==> src/rtl/controle_multiciclo.sv <==
// Multicycle control unit: fetch/decode/execute/memory/writeback sequencer
// with memory wait states, stall freeze and an illegal-opcode trap.
module controle_multiciclo #(
   parameter int ALU_OP_W = 3,
   parameter int MEM_WAIT = 1
) (
   input  logic                CLK,
   input  logic                RST_N,
   input  logic                STALL,
   input  logic [6:0]          OPCODE,
   input  logic                ZERO,
   output logic                reset_wire,
   output logic [ALU_OP_W-1:0] operacao,
   output logic                WRITE_PC,
   output logic                PC_SRC,
   output logic                WRITE_INSTRUCTION,
   output logic                WR_MEM_INSTR,
   output logic                ALU_SRC_B,
   output logic                REG_WRITE,
   output logic                MEM_READ,
   output logic                MEM_WRITE,
   output logic                MEM_TO_REG,
   output logic                TRAP,
   output logic [3:0]          STATE
);

   typedef enum logic [3:0] {
      S_RESET      = 4'd0,
      S_FETCH_WAIT = 4'd1,
      S_FETCH_IR   = 4'd2,
      S_DECODE     = 4'd3,
      S_EXEC       = 4'd4,
      S_MEM_RD     = 4'd5,
      S_MEM_WR     = 4'd6,
      S_WRITEBACK  = 4'd7,
      S_PC_INC     = 4'd8,
      S_HALT_TRAP  = 4'd9
   } state_t;

   typedef enum logic [2:0] {
      C_NONE  = 3'd0,
      C_R     = 3'd1,
      C_I     = 3'd2,
      C_LOAD  = 3'd3,
      C_STORE = 3'd4,
      C_BEQ   = 3'd5
   } cls_t;

   localparam logic [3:0] WAIT_LD = 4'(MEM_WAIT);

   state_t     state;
   cls_t       cls;
   cls_t       dec_cls;
   logic [3:0] wait_cnt;
   logic       frozen;
   logic [2:0] op3;

   always_comb begin
      dec_cls = C_NONE;
      unique case (OPCODE)
         7'b0110011: dec_cls = C_R;
         7'b0010011: dec_cls = C_I;
         7'b0000011: dec_cls = C_LOAD;
         7'b0100011: dec_cls = C_STORE;
         7'b1100011: dec_cls = C_BEQ;
         default:    dec_cls = C_NONE;
      endcase
   end

   // RESET and HALT_TRAP do not honour STALL
   assign frozen = STALL && (state != S_RESET) && (state != S_HALT_TRAP);

   always_ff @(posedge CLK or negedge RST_N) begin
      if (!RST_N) begin
         state    <= S_RESET;
         cls      <= C_NONE;
         wait_cnt <= '0;
      end else if (!frozen) begin
         unique case (state)
            S_RESET: begin
               state    <= S_FETCH_WAIT;
               wait_cnt <= WAIT_LD;
            end
            S_FETCH_WAIT: begin
               if (wait_cnt == 4'd0) state <= S_FETCH_IR;
               else                  wait_cnt <= wait_cnt - 4'd1;
            end
            S_FETCH_IR: state <= S_DECODE;
            S_DECODE: begin
               cls   <= dec_cls;
               state <= (dec_cls == C_NONE) ? S_HALT_TRAP : S_EXEC;
            end
            S_EXEC: begin
               unique case (cls)
                  C_R, C_I: state <= S_WRITEBACK;
                  C_LOAD: begin
                     state    <= S_MEM_RD;
                     wait_cnt <= WAIT_LD;
                  end
                  C_STORE: state <= S_MEM_WR;
                  C_BEQ:   state <= S_PC_INC;
                  default: state <= S_HALT_TRAP;
               endcase
            end
            S_MEM_RD: begin
               if (wait_cnt == 4'd0) state <= S_WRITEBACK;
               else                  wait_cnt <= wait_cnt - 4'd1;
            end
            S_MEM_WR:    state <= S_PC_INC;
            S_WRITEBACK: state <= S_PC_INC;
            S_PC_INC: begin
               state    <= S_FETCH_WAIT;
               wait_cnt <= WAIT_LD;
            end
            S_HALT_TRAP: state <= S_HALT_TRAP;
            default:     state <= S_RESET;
         endcase
      end
   end

   always_comb begin
      op3               = 3'b000;
      reset_wire        = 1'b0;
      WRITE_PC          = 1'b0;
      PC_SRC            = 1'b0;
      WRITE_INSTRUCTION = 1'b0;
      WR_MEM_INSTR      = 1'b0;
      ALU_SRC_B         = 1'b0;
      REG_WRITE         = 1'b0;
      MEM_READ          = 1'b0;
      MEM_WRITE         = 1'b0;
      MEM_TO_REG        = 1'b0;
      TRAP              = 1'b0;
      unique case (state)
         S_RESET: begin
            reset_wire   = 1'b1;
            WR_MEM_INSTR = 1'b1;
         end
         S_FETCH_WAIT: WR_MEM_INSTR = 1'b1;
         S_FETCH_IR: begin
            WR_MEM_INSTR      = 1'b1;
            WRITE_INSTRUCTION = !frozen;
         end
         S_DECODE: WR_MEM_INSTR = 1'b1;
         S_EXEC: begin
            unique case (cls)
               C_R: op3 = 3'b011;
               C_I: begin
                  op3       = 3'b011;
                  ALU_SRC_B = 1'b1;
               end
               C_LOAD, C_STORE: begin
                  op3       = 3'b001;
                  ALU_SRC_B = 1'b1;
               end
               C_BEQ:   op3 = 3'b010;
               default: op3 = 3'b000;
            endcase
         end
         S_MEM_RD: MEM_READ = 1'b1;
         S_MEM_WR: MEM_WRITE = !frozen;
         S_WRITEBACK: begin
            REG_WRITE  = !frozen;
            MEM_TO_REG = (cls == C_LOAD);
         end
         S_PC_INC: begin
            op3      = 3'b001;
            WRITE_PC = !frozen;
            PC_SRC   = (cls == C_BEQ) && ZERO;
         end
         S_HALT_TRAP: begin
            TRAP         = 1'b1;
            WR_MEM_INSTR = 1'b1;
         end
         default: reset_wire = 1'b1;
      endcase
   end

   always_comb begin
      operacao      = '0;
      operacao[2:0] = op3;
   end

   assign STATE = state;

endmodule

==> config.mk <==
export PLATFORM = sky130hd
export DESIGN_NAME = controle_multiciclo
export DESIGN_NICKNAME = d
export VERILOG_FILES = /design/src/rtl/controle_multiciclo.sv
export SDC_FILE = /design/constraint.sdc
export NUM_CORES = 1
export LEC_CHECK = 0
export CORE_MARGIN = 4
export CORE_UTILIZATION = 51
export CTS_BUF_LIST = sky130_fd_sc_hd__clkbuf_8
export DETAILED_ROUTE_END_ITERATION = 10
export PLACE_DENSITY = 0.93
export SYNTH_ARGS = -nofsm -noshare
export SYNTH_HDL_FRONTEND = slang
export SYNTH_SLANG_ARGS = --single-unit
==> constraint.sdc <==
create_clock -name CLK -period 2.58 [get_ports CLK]
set_input_delay 0.387 -clock CLK [delete_from_list [all_inputs] [get_ports CLK]]
set_output_delay 0.387 -clock CLK [all_outputs]
set_load 0.01 [all_outputs]
==> results of run 1 <==
==> state kept, by name (all words and copies together) (netlist names) <==
signal / count
STATE: 4
cls: 3
wait_cnt: 4
==> layout make-up <==
type | count | area (sq um) | area share [%]
clock buffer | 3 | 41.3 | 3.28
clock inverter | 1 | 3.75 | 0.298
inverter | 3 | 11.3 | 0.895
multi-input combinational | 91 | 596 | 47.3
sequential | 11 | 275 | 21.9
tap | 25 | 31.3 | 2.49
timing repair buffer | 31 | 300 | 23.9
==> worst max-delay path by stage <==
stage                        end  slack (ns)
2_1_floorplan        operacao[0]        0.84
3_3_place_gp   WRITE_INSTRUCTION        0.40
3_5_place_dp           MEM_WRITE        0.35
4_1_cts              operacao[0]        0.27
5_1_grt                 MEM_READ        0.17
6_report             operacao[0]        0.27
==> logic make-up (layout without fill, tap and decap cells) <==
family          Yosys count  after routing  synth area share, %
other cells               1              1                0.402
mux                       2              2                 2.14
buf+inv                  12             38                 6.70
simple gates             52             52                 31.9
compound gates           31             31                 24.3
fa+ha+maj                 1              1                 1.34
xor+xnor                  4              4                 3.75
flops                    11             11                 29.5
==> stage by stage <==
stage | utilization [%] | std cells | setup WS [ns]
finish | 72.9 | 165 | 0.270
global route | 72.9 | 165 | 0.174
CTS | 72.9 | 165 | 0.272
detailed placement | 70.3 | 161 | 0.350
global placement | 70.3 | 161 | 0.399
floorplan | - | 114 | 0.838
==> where the power goes <==
group	internal, mW	leakage (nW)	switching [mW]
Clock	0.104	0.0269	0.0553
Combinational	0.322	0.328	0.428
Sequential	0.225	0.145	0.0464
==> layout by cell type, fill, tap and decap left out, drive strengths merged, types with 3 or more instances in the layout <==
cell type and instances:
nand2 11, o21ai 11, dfrtp 11, nor3 8, xor2 3, buf 4, clkbuf 3, nor2 12
a21oi 3, nand2b 6, nand3b 3, inv 4, clkdlybuf4s50 27, o31ai 5
==> worst max-delay path, cell delays in order, from the launching register on <==
cell and delay [ns]:
dfrtp_1 0.38, or4b_4 0.58, o21ai_0 0.17, clkdlybuf4s50_1 0.56
==> per-layer routing <==
metal,part of all wire (%),GRT usage (%)
met1,43,27.0
met2,50,35.9
met3,5.9,3.86
met4,0.51,4.04
met5,0,0
==> metrics.md, run 1 <==
| Metric | Value |
|---|---|
| Setup TNS | 0 ns |
| Tightest Pin Transition | 0.561 ns |
| Slew Limit Fails | 0 |
| Startpoint Class | flip-flop |
| Area Growth Syn to Fin | 34.9% |
| Post-synth ARST share | 100% |
| Worst setup startpoint | STATE[0] |
| TritonRoute pass-1 iters | 4 |
| N_diodes | 0 |
| FF-to-FF setup slack | 0.74 ns |
| Top-area cell type share of the netlist area | 29.5% |
| Cell with the most instances after synthesis | nor2_1 |
| Routed Wire Length | 2370 um |
| Clock transition at path regs | 0.05 ns |
| Setup-failing EPs final | 0 |
| DR DRC count | 0 |
| GRT Overall Usage | 20.8% |
| IO Port Bufs | 27 |
| Hold buffers post-CTS | 0 |
| Row cnt | 15 |
| Worst Reg2Reg Path Length in Cells | 6 |
| Pwr Total | 1.18 mW |
| Post-synth top cells | 12 x nor2_1, 11 x dfrtp_1, 11 x nand2_1, 9 x o21ai_0, 8 x nor3_1 |
| Mapped Cells | 114 |
| Status | completed |
| Netlist cell types | 44 |
| Final period util | 89.5% |
| Critical register-to-register path startpoint | STATE[3] |
| Total I/O pin count | 29 |
| Power Density | 938 nW/um^2 |
| Capture point of the worst reg-to-reg path | STATE[0] |
| CP max FO | 5 |
| Ys Warns | 0 |
| Worst VDD drop | 0.722 mV |
| DRT antenna net count | 0 |
| Gp weighted congestion | 0.897 |
| CP Data Required Time | 2.19 ns |
| Hold Slack | 0.481 ns |
| EDFF count, synth | 0 |
| Synthesized area | 933 sq um |
| Synth area leader | dfrtp_1 |
| Post-cts resize count | 0 |
| Largest net degree at the start of global routing | 18 |
| Register area share after synthesis | 29.5% |
| Initial Util | 54.1% |
| H-tree lvl count | 1 |
| Top post-synthesis cells by area | dfrtp_1 29%, o21ai_0 4.8%, nor2_1 4.8%, nand2_1 4.4%, nor3_1 4.3% |
| Total vias in the final route | 962 |
| WS Path Type | flip-flop to output port |
| Hold Vio Cnt, Final | 0 |
| Unrepaired setup endpoints after global routing | false |
| Die footprint | 2580 sq um |
| Syn avg cell area | 8.19 sq um |
| Relative slew slack | 62.5% |
| Ys flop type | dfrtp_1 |
| Fillers | 139 |
| CTS Buf Count | 3 |
| Area post-placement | 1210 sq um |
| Fin nets | 153 |
| Vias in the first global route | 882 |
| Post-synthesis register bit count | 11 |
| Critical Path Sink Type | output port |
| Die X | 50.8 um |
| Core area | 1730 sq um |
| Grt total ovfl | 0 |
| CTS tree | done |
| Count of max-cap constraint violations | 0 |
| First-pass GRT wire length | 4080 um |
| Die height | 50.8 um |
| Final min period | 2.31 ns |
| Vias/cell | 5.83 |
| Antenna violations before repair | 0 |
| Initial DRC count | 40 |
| Post-CTS setup buffers | 0 |
| Data arrival, critical path | 1.92 ns |
| P_leak | 0.499 nW |
| DP HPWL | 1860 um |
| Mapped Nets | 126 |
| CTS root buffer | clkbuf_8 |
| Worst skew pair latency | 0.23 ns |
| Clk buf depth | 2 |
| Share of layout cells above drive strength 1 | 10.7% |
| Max Fclk | 0.433 GHz |
| Design area | 1260 sq um |
| Clock tree sinks | 11 |
| Drt wl/cell | 14.3 um |
| Tightest Hold Check Type | input port to asynchronous set/reset pin |
| Setup Skew | 0.00328 ns |
Power figures use the tool's default switching activity.
==> inputs of run 2 (changes only) <==
--- a/config.mk
+++ b/config.mk
@@ -9,6 +9,7 @@
 export CORE_UTILIZATION = 51
 export CTS_BUF_LIST = sky130_fd_sc_hd__clkbuf_8
 export DETAILED_ROUTE_END_ITERATION = 10
+export GPL_TIMING_DRIVEN = 0
 export PLACE_DENSITY = 0.93
 export SYNTH_ARGS = -nofsm -noshare
 export SYNTH_HDL_FRONTEND = slang
==> run 2 against run 1 <==
Against the previous run: setup slack worse by 0.10 ns; critical path depth rose by 1; sequential power rose by 3%; clock skew is 0.0020 ns lower; design area up 1.7%; sequential cell count unchanged; non-clock buffer count grew 5; power rose by 0.96%.
==> metrics.md, run 2 (synthesis gave the netlist of run 1 again) <==
| Metric | Value |
|---|---|
| CTS Buf Count | 3 |
| Power Density | 931 nW/um^2 |
| Drt wl/cell | 14.5 um |
| Gate power share | 62.9% |
| Final min period | 2.41 ns |
| Row cnt | 15 |
| DR DRC count | 0 |
| Tightest Hold Check Type | input port to asynchronous set/reset pin |
| Count of max-cap constraint violations | 0 |
| Worst VDD drop | 0.631 mV |
| First-pass GRT wire length | 4020 um |
| WS Path Type | flip-flop to output port |
| Hold buffers post-CTS | 0 |
| Tightest Pin Transition | 0.513 ns |
| Die X | 50.8 um |
| Setup Skew | 0.00131 ns |
| Post-cts resize count | 0 |
| CP Data Required Time | 2.19 ns |
| Die height | 50.8 um |
| Fillers | 153 |
| Highest-count cells in the layout ignoring fill and taps | 27 x clkdlybuf4s50_1, 12 x nor2_1, 11 x dfrtp_1, 11 x nand2_1, 9 x o21ai_0 |
| Worst setup startpoint | STATE[3] |
| Max Fclk | 0.415 GHz |
| Unrepaired setup endpoints after global routing | false |
| Die footprint | 2580 sq um |
| Vias/cell | 5.75 |
| Core area | 1730 sq um |
| Setup TNS | 0 ns |
| Gp weighted congestion | 0.937 |
| Initial DRC count | 23 |
| H-tree lvl count | 1 |
| Largest net degree at the start of global routing | 12 |
| Flop pwr share | 23.4% |
| Total vias in the final route | 977 |
| Core Util, Final | 74.1% |
| Clock transition at path regs | 0.05 ns |
| P_leak | 0.509 nW |
| Post-CTS setup buffers | 0 |
| Internal power | 0.654 mW |
| Routed Wire Length | 2470 um |
| Final period util | 93.5% |
| Buf/Inv on CP | 2 |
| Pwr Total | 1.19 mW |
| Worst Reg2Reg Path Length in Cells | 7 |
| Data arrival, critical path | 2.02 ns |
| Area Growth Syn to Fin | 37.1% |
| Fin nets | 158 |
| CTS tree | done |
| GRT Overall Usage | 20.7% |
| CP cell instances | buf_6, or4b_4, o21ai_0, clkdlybuf4s50_1 |
| Setup-failing EPs final | 0 |
| Critical Path Sink | operacao[0] |
| Clk buf depth | 2 |
| Slew Limit Fails | 0 |
| Antenna violations before repair | 0 |
| Cell Count Post-Placement | 166 |
| N_diodes | 0 |
| Relative slew slack | 65.7% |
| Hold Vio Cnt, Final | 0 |
| Switching share of power | 45.1% |
| Commonest non-fill, non-tap cell in the layout | clkdlybuf4s50_1 |
| Final worst slack | 0.168 ns |
| Startpoint Class | flip-flop |
| CP max FO | 8 |
| Vias in the first global route | 934 |
| Total I/O pin count | 29 |
| Critical path's top delay family | buffers and inverters |
| CP Depth | 4 |
| Status | completed |
| IO Port Bufs | 27 |
| FF-to-FF setup slack | 0.80 ns |
| CTS root buffer | clkbuf_8 |
| Fin cells | 170 |
| CP max stage cell | clkdlybuf4s50_1 |
| DP HPWL | 1920 um |
| Grt total ovfl | 0 |
| Capture point of the worst reg-to-reg path | wait_cnt[0] |
| Pre-CTS worst setup slack | 0.327 ns |
| Initial Util | 54.1% |
| CP peak stage delay | 0.56 ns |
| Critical register-to-register path startpoint | wait_cnt[0] |
| Clock tree sinks | 11 |
| Worst skew pair latency | 0.24 ns |
| Critical Path Sink Type | output port |
| Share of layout cells above drive strength 1 | 11.0% |
| TritonRoute pass-1 iters | 5 |
| Psw | 0.538 mW |
| Clock Power Share | 13.7% |
| DRT antenna net count | 0 |
run 2: changes by cell type in the layout (fill, tap and decap cells not counted), sizes merged:
cell / delta
buf: +1
clkbuf: +4
run 2: worst min path at each step:
stage,from,endpoint,cells past startpoint
after floorplan,RST_N,STATE[0],0
after global placement,wait_cnt[1],wait_cnt[1],2
after detailed placement,wait_cnt[1],wait_cnt[1],2
after CTS,RST_N,STATE[2],1
after global routing,RST_N,STATE[2],1
final,RST_N,STATE[2],1
run 2: layout make-up:
type                    instances  area (sq um)  area share (%)
plain buffers                   9          51.3            4.01
clock buffers                   3          41.3            3.23
clock inverters                 1          3.75           0.293
inverters                       3          11.3           0.880
multi-input cells              91           596            46.5
flip-flops and latches         11           275            21.5
well taps                      25          31.3            2.44
repair buffers                 27           270            21.1
run 2: routing by layer:
layer / vias up / global-route usage, % / part of all wire (%)
li1: 473 / - / -
met1: 456 / 23.6 / 43
met2: 42 / 37.8 / 50
met3: 6 / 5.34 / 6.1
met4: 0 / 5.38 / 1.5
met5: - / 0 / 0
run 2: power by group through the flow:
stage / sequential (mW) / combinational [mW] / clock [mW]
detailed placement: 0.279 / 0.740 / 0
floorplan: 0.277 / 0.495 / 0
CTS: 0.276 / 0.742 / 0.169
global route: 0.288 / 0.816 / 0.179
global placement: 0.271 / 0.709 / 0
finish: 0.279 / 0.749 / 0.163
run 2: per-stage QoR:
step,hold WS [ns],area [sq um]
2_1_floorplan,0.0914,933
3_3_place_gp,0.503,1230
5_1_grt,0.504,1280
4_1_cts,0.474,1280
3_5_place_dp,0.561,1230
6_report,0.469,1280
